[src/rtl/temp_display_sel_n_pkg.sv]
// temp_disp_pkg: mode encodings, state type and default dwell for the temperature display selector
package temp_disp_pkg;
  localparam logic [1:0] MODE_MANUAL = 2'b00;
  localparam logic [1:0] MODE_AUTO = 2'b01;
  localparam logic [1:0] MODE_HOLD = 2'b10;
  localparam int DEFAULT_DWELL_CYCLES = 100_000_000;
  typedef enum logic [1:0] {ST_MANUAL, ST_AUTO, ST_HOLD} state_t;
  function automatic state_t decode_mode(input logic [1:0] m);
    return m == MODE_AUTO ? ST_AUTO : m == MODE_HOLD ? ST_HOLD : ST_MANUAL;
  endfunction
endpackage

[src/rtl/temp_display_sel_n_dwell_timer.sv]
// dwell_timer: per-channel dwell counter that freezes when disabled and resumes from its held value
module dwell_timer
  import temp_disp_pkg::*;
#(
  parameter int DWELL_CYCLES = DEFAULT_DWELL_CYCLES
)(
  input  logic CLK100MHZ,
  input  logic reset,
  input  logic enable,
  input  logic clear,
  output logic tick
);
  localparam int CW = $clog2(DWELL_CYCLES + 1);
  localparam logic [CW-1:0] LAST = CW'(DWELL_CYCLES - 1);
  logic [CW-1:0] count;
  assign tick = enable && count == LAST;
  always_ff @(posedge CLK100MHZ)
    if (reset || clear) count <= '0;
    else if (enable) count <= tick ? '0 : count + 1'b1;
endmodule

[src/rtl/temp_display_sel_n.sv]
// temp_display_sel_n: registers one of NUM_CH temperature words with manual, auto-scroll and hold modes
module temp_display_sel_n
  import temp_disp_pkg::*;
#(
  parameter int NUM_CH = 4,
  parameter int WIDTH = 8,
  parameter int DWELL_CYCLES = DEFAULT_DWELL_CYCLES,
  localparam int SEL_W = $clog2(NUM_CH)
)(
  input  logic                    CLK100MHZ,
  input  logic                    reset,
  input  logic [1:0]              mode_sw,
  input  logic [SEL_W-1:0]        selectionSW,
  input  logic [NUM_CH*WIDTH-1:0] ch_data,
  output logic [WIDTH-1:0]        display_reg,
  output logic [SEL_W-1:0]        display_ch,
  output logic                    update_pulse
);
  state_t state, state_next;
  logic tick, sel_ok;
  logic [SEL_W-1:0] ch_inc, ch_next;
  logic [WIDTH-1:0] data_next;
  dwell_timer #(.DWELL_CYCLES(DWELL_CYCLES)) u_dwell (
    .CLK100MHZ(CLK100MHZ),
    .reset(reset),
    .enable(state_next == ST_AUTO),
    .clear(state_next == ST_MANUAL && state != ST_MANUAL),
    .tick(tick)
  );
  always_comb begin
    state_next = decode_mode(mode_sw);
    sel_ok = int'(selectionSW) < NUM_CH;
    ch_inc = display_ch == SEL_W'(NUM_CH - 1) ? '0 : display_ch + 1'b1;
    ch_next = state_next == ST_AUTO ? (tick ? ch_inc : display_ch) :
              state_next == ST_MANUAL && sel_ok ? selectionSW : display_ch;
    data_next = ch_data[int'(ch_next)*WIDTH +: WIDTH];
  end
  always_ff @(posedge CLK100MHZ)
    if (reset) begin
      state <= ST_MANUAL;
      display_reg <= '0;
      display_ch <= '0;
      update_pulse <= 1'b0;
    end else begin
      state <= state_next;
      update_pulse <= state_next != ST_HOLD && (data_next != display_reg || ch_next != display_ch);
      if (state_next != ST_HOLD) begin
        display_reg <= data_next;
        display_ch <= ch_next;
      end
    end
endmodule
[config.mk]
export PLATFORM = sky130hd
export DESIGN_NAME = temp_display_sel_n
export DESIGN_NICKNAME = d
export VERILOG_FILES = /design/src/rtl/temp_display_sel_n_pkg.sv /design/src/rtl/temp_display_sel_n_dwell_timer.sv /design/src/rtl/temp_display_sel_n.sv
export SDC_FILE = /design/constraint.sdc
export NUM_CORES = 1
export LEC_CHECK = 0
export CORE_MARGIN = 3
export CORE_UTILIZATION = 53
export CTS_BUF_LIST = sky130_fd_sc_hd__clkbuf_2
export DETAILED_ROUTE_END_ITERATION = 6
export PLACE_DENSITY = 0.86
export SETUP_SLACK_MARGIN = 0.15
export SKIP_CTS_REPAIR_TIMING = 1
export SLEW_MARGIN = 20
export SYNTH_ARGS = -nofsm -noshare
export SYNTH_HDL_FRONTEND = slang
export SYNTH_SLANG_ARGS = --single-unit
[constraint.sdc]
create_clock -name CLK100MHZ -period 3.35 [get_ports CLK100MHZ]
set_input_delay 0.5025 -clock CLK100MHZ [delete_from_list [all_inputs] [get_ports CLK100MHZ]]
set_output_delay 0.5025 -clock CLK100MHZ [all_outputs]
set_load 0.05 [all_outputs]
==> Word level (Yosys, flattened, before mapping) <==
Cells that the tools add are included.
{ "classes": {"shifts": 1, "eq_ne": 8, "muxes": 7, "reduce_logical": 7, "add_sub_neg": 2} }
{ "op_table": {"columns": ["op", "count"], "rows": [
  ["variable part select 32 x 6 -> 8 bit", 1],
  ["adder 27 x 1 -> 27 bit (second input constant)", 1],
  ["== test 27 bit (second input constant)", 1],
  ["two-way mux 27 bit", 1],
  ["two-way mux 2 bit", 6],
  ["!= test 8 bit", 1],
  ["== test 2 x 1 -> 1 bit (second input constant)", 2],
  ["== test 2 bit (second input constant)", 2],
  ["logical AND 1 bit", 3],
  ["adder 2 x 1 -> 2 bit (second input constant)", 1],
  ["logical NOT 2 bit", 1],
  ["logical OR 1 bit", 2],
  ["!= test 2 bit", 1],
  ["!= test 2 bit (second input constant)", 1],
  ["nonzero test 2 bit", 1]
]} }
{ "word_totals": {"regBits": 40, "out_inout_bits": 11, "in_bits": 38, "elab_cells": 30} }

==> Longest topological paths before layout <==
Gate-level depths: netlist of run 1.
{ "logic_depth": {"word_depth": 11, "mapped_depth": 14, "mapped_depth_nobuf": 11} }

==> Cells and area by module <==
A second synthesis of run 1 with hierarchy kept.
{ "unflattened": {"cells_unflattened": 262, "area_unflattened_um2": 2326.0} }
{ "by_module_without_submodules": {"columns": ["mod", "seq_area_each_um2", "area_per_inst_um2", "n_inst", "cells_each"], "rows": [
  ["dwell_timer", 540.5, 1350.0, 1, 155],
  ["temp_display_sel_n", 260.2, 975.9, 1, 107]
]} }

==> Worst setup path before layout of run 1 <==
OpenSTA, ideal clock, no wires.
{ "synth_path": {"path_kind": "input-to-reg", "startpoint": "input mode_sw[1]", "endpoint": "register update_pulse", "arrival_time_ns": 2.931, "path_buffers": 2, "setup_time_ns": 0.091, "slack_ns": 0.328, "required_ns": 3.259, "path_stages": 13, "cell_sequence": "inv_1 > ha_1 > and4_1 > buf_4 > and3_4 > a211o_2 > o311ai_2 > buf_6 > mux2_4 > and3_1 > a2111oi_2 > a2111oi_1 > a311oi_1"} }
{ "synth_via": {"elab_cells_between_ends": 16, "classes_between": "6 x eq/ne; 1 x shift; 5 x mux; 4 x reduce/logical"} }
{ "synth_rtl": {"columns": ["element", "line_no", "source"], "rows": [
  ["from (decl)", "temp_display_sel_n.sv:12", "input logic [1:0] mode_sw,"],
  ["== test 2 x 1 -> 1 bit (*)", "temp_display_sel_n_pkg.sv:9", "return m == MODE_AUTO ? ST_AUTO : m == MODE_HOLD ? ST_HOLD : ST_MANUAL;"],
  ["two-way mux 2 bit (*)", "temp_display_sel_n_pkg.sv:9", null],
  ["named net state_next[0]", "temp_display_sel_n.sv:19", "state_t state, state_next;"],
  ["== test 2 x 1 -> 1 bit", "temp_display_sel_n.sv:26, temp_display_sel_n.sv:34", null],
  ["logical AND 1 bit", "temp_display_sel_n_dwell_timer.sv:16", "assign tick = enable && count == LAST;"],
  ["two-way mux 2 bit (2 in series)", "temp_display_sel_n.sv:34", "ch_next = state_next == ST_AUTO ? (tick ? ch_inc : display_ch) :"],
  ["variable part select 32 x 6 -> 8 bit", "temp_display_sel_n.sv:36", "data_next = ch_data[int'(ch_next)*WIDTH +: WIDTH];"],
  ["!= test 8 bit", "temp_display_sel_n.sv:46", "update_pulse <= state_next != ST_HOLD && (data_next != display_reg || ch_next != display_ch);"],
  ["logical OR 1 bit", "temp_display_sel_n.sv:46", null],
  ["logical AND 1 bit (*)", "temp_display_sel_n.sv:46", null],
  ["to (signal assigned)", "temp_display_sel_n.sv:46", null],
  ["to (decl)", "temp_display_sel_n.sv:17", "output logic update_pulse"]
]} }
The timed path passes the listed nets; every way through them passes the cells marked *.
A chain may end at the register's enable or synchronous reset.

==> Worst setup path in the final report of run 1 <==
{ "layout_path": {"startpoint": "input mode_sw[0]", "endpoint": "register update_pulse"} }
The elaborated chain is that of the path after synthesis.

==> results of run 1 <==
-- logic make-up after synthesis --
kind of cell / after synthesis
simple gates: 108
flops: 40
compound gates: 34
mux: 31
xor+xnor: 26
buf+inv: 19
fa+ha+maj: 5
-- area by class of cell --
type | count | area, um2
Clock buffer | 5 | 25.0
Clock inverter | 3 | 37.5
Fill cell | 287 | 1080
Inverter | 9 | 33.8
Multi-Input combinational cell | 204 | 1430
Sequential cell | 40 | 801
Tap cell | 50 | 62.6
Timing Repair Buffer | 64 | 613
-- stage by stage --
stage          hold slack, ns  utilization  cell area, um2  setup TNS (ns)
2_1_floorplan           0.454            -            2280               0
6_report                0.506        0.736            3010               0
5_1_grt                 0.540        0.736            3010               0
3_3_place_gp            0.462        0.707            2890          -0.124
3_5_place_dp            0.471        0.707            2890          -0.272
4_1_cts                 0.510        0.722            2950               0
-- worst paths after layout --
path                      from                 to  slack [ns]  depth (start not counted)
min reg2reg  u_dwell.count[16]  u_dwell.count[16]        0.51                          2
max                 mode_sw[0]       update_pulse        0.25                         13
min          u_dwell.count[16]  u_dwell.count[16]        0.51                          2
max reg2reg   u_dwell.count[0]       update_pulse        0.41                         12
-- routing by layer --
metal  global-route usage  up-vias  share of wire
met5                    0        -              0
met2                0.360       51           0.48
li1                     -     1036              -
met4               0.0376        0         0.0077
met1                0.249      954           0.45
met3               0.0659        4          0.061
-- Yosys cell counts (2+ instances only) --
cell type,number,area (um2)
xnor2_1,11,96.3
clkbuf_1,5,18.8
or3_1,6,37.5
o21ai_1,2,10.0
nor2b_1,3,18.8
nor2_1,44,165
xor2_1,15,131
nor3_1,2,10.0
o21ai_0,4,20.0
mux2i_1,25,250
nand3_1,7,35.0
nand2b_1,2,12.5
nand2_1,18,67.6
and2_1,2,12.5
buf_4,2,15.0
inv_1,9,33.8
mux2_2,5,56.3
and4bb_1,2,25.0
a211oi_1,2,15.0
nand4_1,7,43.8
ha_1,5,62.6
dfxtp_1,40,801
a21oi_1,17,85.1
and3_1,5,31.3
nor3b_1,2,15.0
and4_1,5,43.8
-- worst max-delay path, cell delays in order --
cell,delay [ns]
clkdlybuf4s50_1,0.48
ha_1,0.19
and4_4,0.23
and3_4,0.18
nand2_1,0.10
o311ai_4,0.31
buf_12,0.17
buf_4,0.13
mux2i_1,0.22
mux2i_1,0.14
xor2_1,0.19
a2111oi_1,0.38
a311oi_1,0.14
-- where the power goes --
group	internal (mW)	total (mW)	switching (mW)
registers	0.493	0.513	0.0200
logic	0.174	0.354	0.179
clock network	0.122	0.272	0.151
total	0.789	1.14	0.350
==> metrics, run 1 <==
post-synthesis cell type count 42; Largest register FFs 27; FMAX 323 MHz; Worst Skew 0.0166 ns; outcome completed; HPWL Detailed 3820 um; CTS Buffer Depth 2; RSZ-0062 raised after global routing no; post-route minimum period 3.10 ns; DR iter-0 viols 79; Final setup viols 0; Tcrit/Tclk final 0.925; asr flop ratio synth 0; Worst-Margin Slew 0.810 ns; ant diodes 0; flops & latches, synth 40; ys flop type dfxtp_1; Post-Place Setup Slack -0.240 ns; CTS tree yes; EDFF count, synth 0; DIE AREA 5130 um2; die width 71.6 um; CP Capture Type register; post-synthesis mux area share 0.141; Adder-Cell Fraction of Synth Area 0.0274; YS warnings 0; final net count 367; Final Hold Fails 0; commonest cells after routing, fill and taps aside clkdlybuf4s50_1, nor2_1, dfxtp_1, mux2i_1, nand2_1; H-tree depth 2; total track usage 0.206; maximum vdd drop 0.000340 V; sequential share of the synthesized area 0.351; clock-pin slew on the worst setup and hold paths 0.19 ns; power per cell area 379 nW/um2; Final Max Slew Viols 0; Die H 71.6 um; Static Leak 1.19 nW; Setup WS post-layout 0.252 ns; Hold Crit Class reg -> reg; WP data required 3.60 ns; Residual DRC 0; I/O Pins 49; Core Footprint 4090 um2; Clk Latency, worst-skew pair 0.37 ns; largest net degree at the start of global routing 26; largest family of logic cells by synthesized area simple AND/OR/NAND/NOR gates; Port Buffers 48; Starting Density 0.558; DRT Pass-1 Iters 4; Antenna Nets Post-Route 0; antenna violations before repair 0; crit path DAT 3.35 ns; Post-Synthesis Cells 263; vias per cell 5.45; WL per Instance 13.8 um; grt ovf 0; Sink Count 40; area added between synthesis and finish 31.8%; Slew HR 0.459; number of cells after detailed placement 366; Simple-Gate Fraction of Synth Area 0.241; critical path fanouts, max 8; non-filler cells, final 375; Synth Net Count 306; vias in the first global route 2003; Mapped Area 2280 um2; Max Cap Viol 0; placer congestion estimate 0.785; XOR/XNOR share of the synthesized area 0.0998; complex-gate fraction of the synthesized area 0.0965; Root Buffer clkbuf_2; Crit Path Class in -> reg; CTS Buf Count 5; layout cells sized above 1 0.123; final wirelength 5180 um; DR vias 2045; global-route wire length before repair 8610 um; commonest non-fill, non-tap cell in the layout clkdlybuf4s50_1; Worst setup SP type primary input; synthesized area per cell 8.67 um2; num rows 23; Pwr Total 1.14 mW
No activity file was read; power rests on OpenSTA's default activity.
==> run 2: changes to the inputs <==
- GPL_TIMING_DRIVEN: not set -> 0
==> run 2 against run 1 <==
Against the previous run:
- wire length increased by 17%
- critical path type is now reg -> reg
- combinational power is 13% higher
- sequential share of layout area down 0.65 points
- clock-buffer cell count increased by 2
- critical endpoint unchanged
- critical path depth fell by 1
==> metrics, run 2 (synthesis gave the netlist of run 1 again) <==
peak per-stage delay on the critical path 0.45 ns (-0.03 ns); Static Leak 1.20 nW (+0.71%); power per cell area 362 nW/um2 (-4.4%); Hold Path Depth 2 (unchanged); commonest cells after routing, fill and taps aside clkdlybuf4s50_1, nor2_1, dfxtp_1, nand2_1, a21oi_1; Sink Count 40 (unchanged); commonest non-fill, non-tap cell in the layout clkdlybuf4s50_1; WL met1 2570 um (+9.6%); buffer and inverter count on the worst path 2 (-1); final wirelength 6040 um (+17%); Setup WS post-layout 0.133 ns (-0.119 ns); grt ovf 0 (unchanged); maximum vdd drop 0.000216 V (-37%); Cell Area, Placed 2820 um2 (-2.2%); Slew HR 0.644 (+0.185); Antenna Nets Post-Route 0 (unchanged); Starting Density 0.558 (unchanged); DR iter-0 viols 145 (+84%); DR WL met2 2900 um (+17%); Residual DRC 0 (unchanged); CTS Buf Count 5 (unchanged); Reg2Reg Depth 12 (unchanged); Post-Place Setup Slack -0.539 ns (-0.299 ns); WL per Instance 16.0 um (+16%); DR top layer met4; worst r2r src u_dwell.count[0]; Hold EP display_reg[6]; Worst-Margin Slew 0.533 ns (-0.277 ns); crit-path cells ha_1, and4_1, buf_4, nand3_1, or4_1, a31oi_2, buf_2, nand2_1, mux2i_1, o21ai_1, a2111oi_2, a311oi_1; multi-input logic area 1520 um2 (+5.7%); total track usage 0.210 (+0.00434); Worst Skew 0.0164 ns (-0.000164 ns); R2R Setup Slk 0.13 ns (-0.28 ns); layout cells sized above 1 0.152 (+0.0294); vias in the first global route 2080 (+3.8%); RSZ-0062 raised after global routing no; WP data required 3.63 ns (+0.03 ns); vias per cell 5.65 (+3.7%); Pwr Total 1.12 mW (-2.0%); non-filler cells, final 378 (+0.80%); number of cells after detailed placement 361 (-1.4%); clock-pin slew on the worst setup and hold paths 0.19 ns (about the same); fin area 3080 um2 (+2.5%); Clk Latency, worst-skew pair 0.39 ns (+0.02 ns); Final Max Slew Viols 0 (unchanged); final hold slack 0.505 ns (-0.000600 ns); CTS tree yes; fill count 283 (-1.4%); Final setup viols 0 (unchanged); Max Cap Viol 0 (unchanged); HPWL Detailed 3860 um (+1.0%); placer congestion estimate 0.748 (-4.8%); num rows 23 (unchanged); DIE AREA 5130 um2 (unchanged); final net count 370 (+0.82%); FF+latch area 801 um2 (unchanged); Worst R2R End update_pulse; Port Buffers 48 (unchanged); largest net degree at the start of global routing 12 (-54%); outcome completed; delay-heaviest family, CP compound AO/OA/AOI/OAI gates; global-route wire length before repair 8760 um (+1.8%); Core Footprint 4090 um2 (unchanged); fin util 0.754 (+0.0184); met3 wire length 434 um (+36%); post-route minimum period 3.22 ns (+0.119 ns); I/O Pins 49 (unchanged); Worst setup SP type register; DR vias 2137 (+4.5%); crit path DAT 3.50 ns (+0.15 ns); FMAX 311 MHz (-3.7%); antenna violations before repair 0 (unchanged); H-tree depth 2 (unchanged); die width 71.6 um (unchanged); CP Capture Type register; Tcrit/Tclk final 0.960 (+0.0354); Die H 71.6 um (unchanged); Final Hold Fails 0 (unchanged); setup TNS 0 ns (unchanged); Crit Path Class reg -> reg; CP max-delay cell or4_1; ant diodes 0 (unchanged); area added between synthesis and finish 35.1%; Largest register FFs 27 (unchanged); critical path fanouts, max 10 (+2); DRT Pass-1 Iters 4 (unchanged); Hold Startpoint display_reg[6]; CTS Buffer Depth 2 (unchanged); Hold Crit Class reg -> reg; Root Buffer clkbuf_2
## run 2: how the worst max path moves through the flow
stage,from,to,slack (ns),depth (start not counted)
2_1_floorplan,mode_sw[1],update_pulse,0.33,13
3_3_place_gp,mode_sw[1],update_pulse,-0.48,15
3_5_place_dp,mode_sw[1],update_pulse,-0.54,15
4_1_cts,mode_sw[1],update_pulse,-0.14,13
5_1_grt,u_dwell.count[0],update_pulse,0.02,12
6_report,u_dwell.count[0],update_pulse,0.13,12
## run 2: tightest hold or removal path, delay by kind of cell (launching register included)
| kind | cells | cell delay [ns] |
|---|---|---|
| flip-flops | 1 | 0.37 |
| AO/OA/AOI/OAI | 1 | 0.05 |
| AND/OR/NAND/NOR | 1 | 0.06 |
## run 2: layout make-up
type                            count  area share
Clock buffer                        7      0.0114
Inverter                            9      0.0110
Multi-Input combinational cell    204       0.492
Buffer                             10      0.0240
Sequential cell                    40       0.260
Timing Repair Buffer               57       0.181
Clock inverter                      1     0.00122
Tap cell                           50      0.0203
## run 2: power breakdown
group / switching (mW) / internal (mW) / leakage [nW]
Sequential: 0.0210 / 0.493 / 0.325
Clock: 0.146 / 0.0559 / 0.0306
Combinational: 0.207 / 0.194 / 0.844
Total: 0.373 / 0.743 / 1.20
## run 2: layer usage
| metal | up-vias | global-route usage |
|---|---|---|
| met5 | - | 0 |
| met4 | 0 | 0.102 |
| met3 | 16 | 0.0547 |
| met2 | 70 | 0.366 |
| met1 | 1008 | 0.236 |
| li1 | 1043 | - |
==> run 3: changes to the inputs <==
==> constraint.sdc (replaced) <==
create_clock -name CLK100MHZ -period 3.35 [get_ports CLK100MHZ]
set_input_delay 0.5025 -clock CLK100MHZ [delete_from_list [all_inputs] [get_ports CLK100MHZ]]
set_output_delay 0.5025 -clock CLK100MHZ [all_outputs]
set_load 0.01 [all_outputs]
==> results of run 3 <==
The final DEF is identical to that of run 2. Status: completed.
Among the figures that moved: total power 1.12 mW -> 1.07 mW; worst IR drop on VDD 0.000216 V -> 0.000214 V
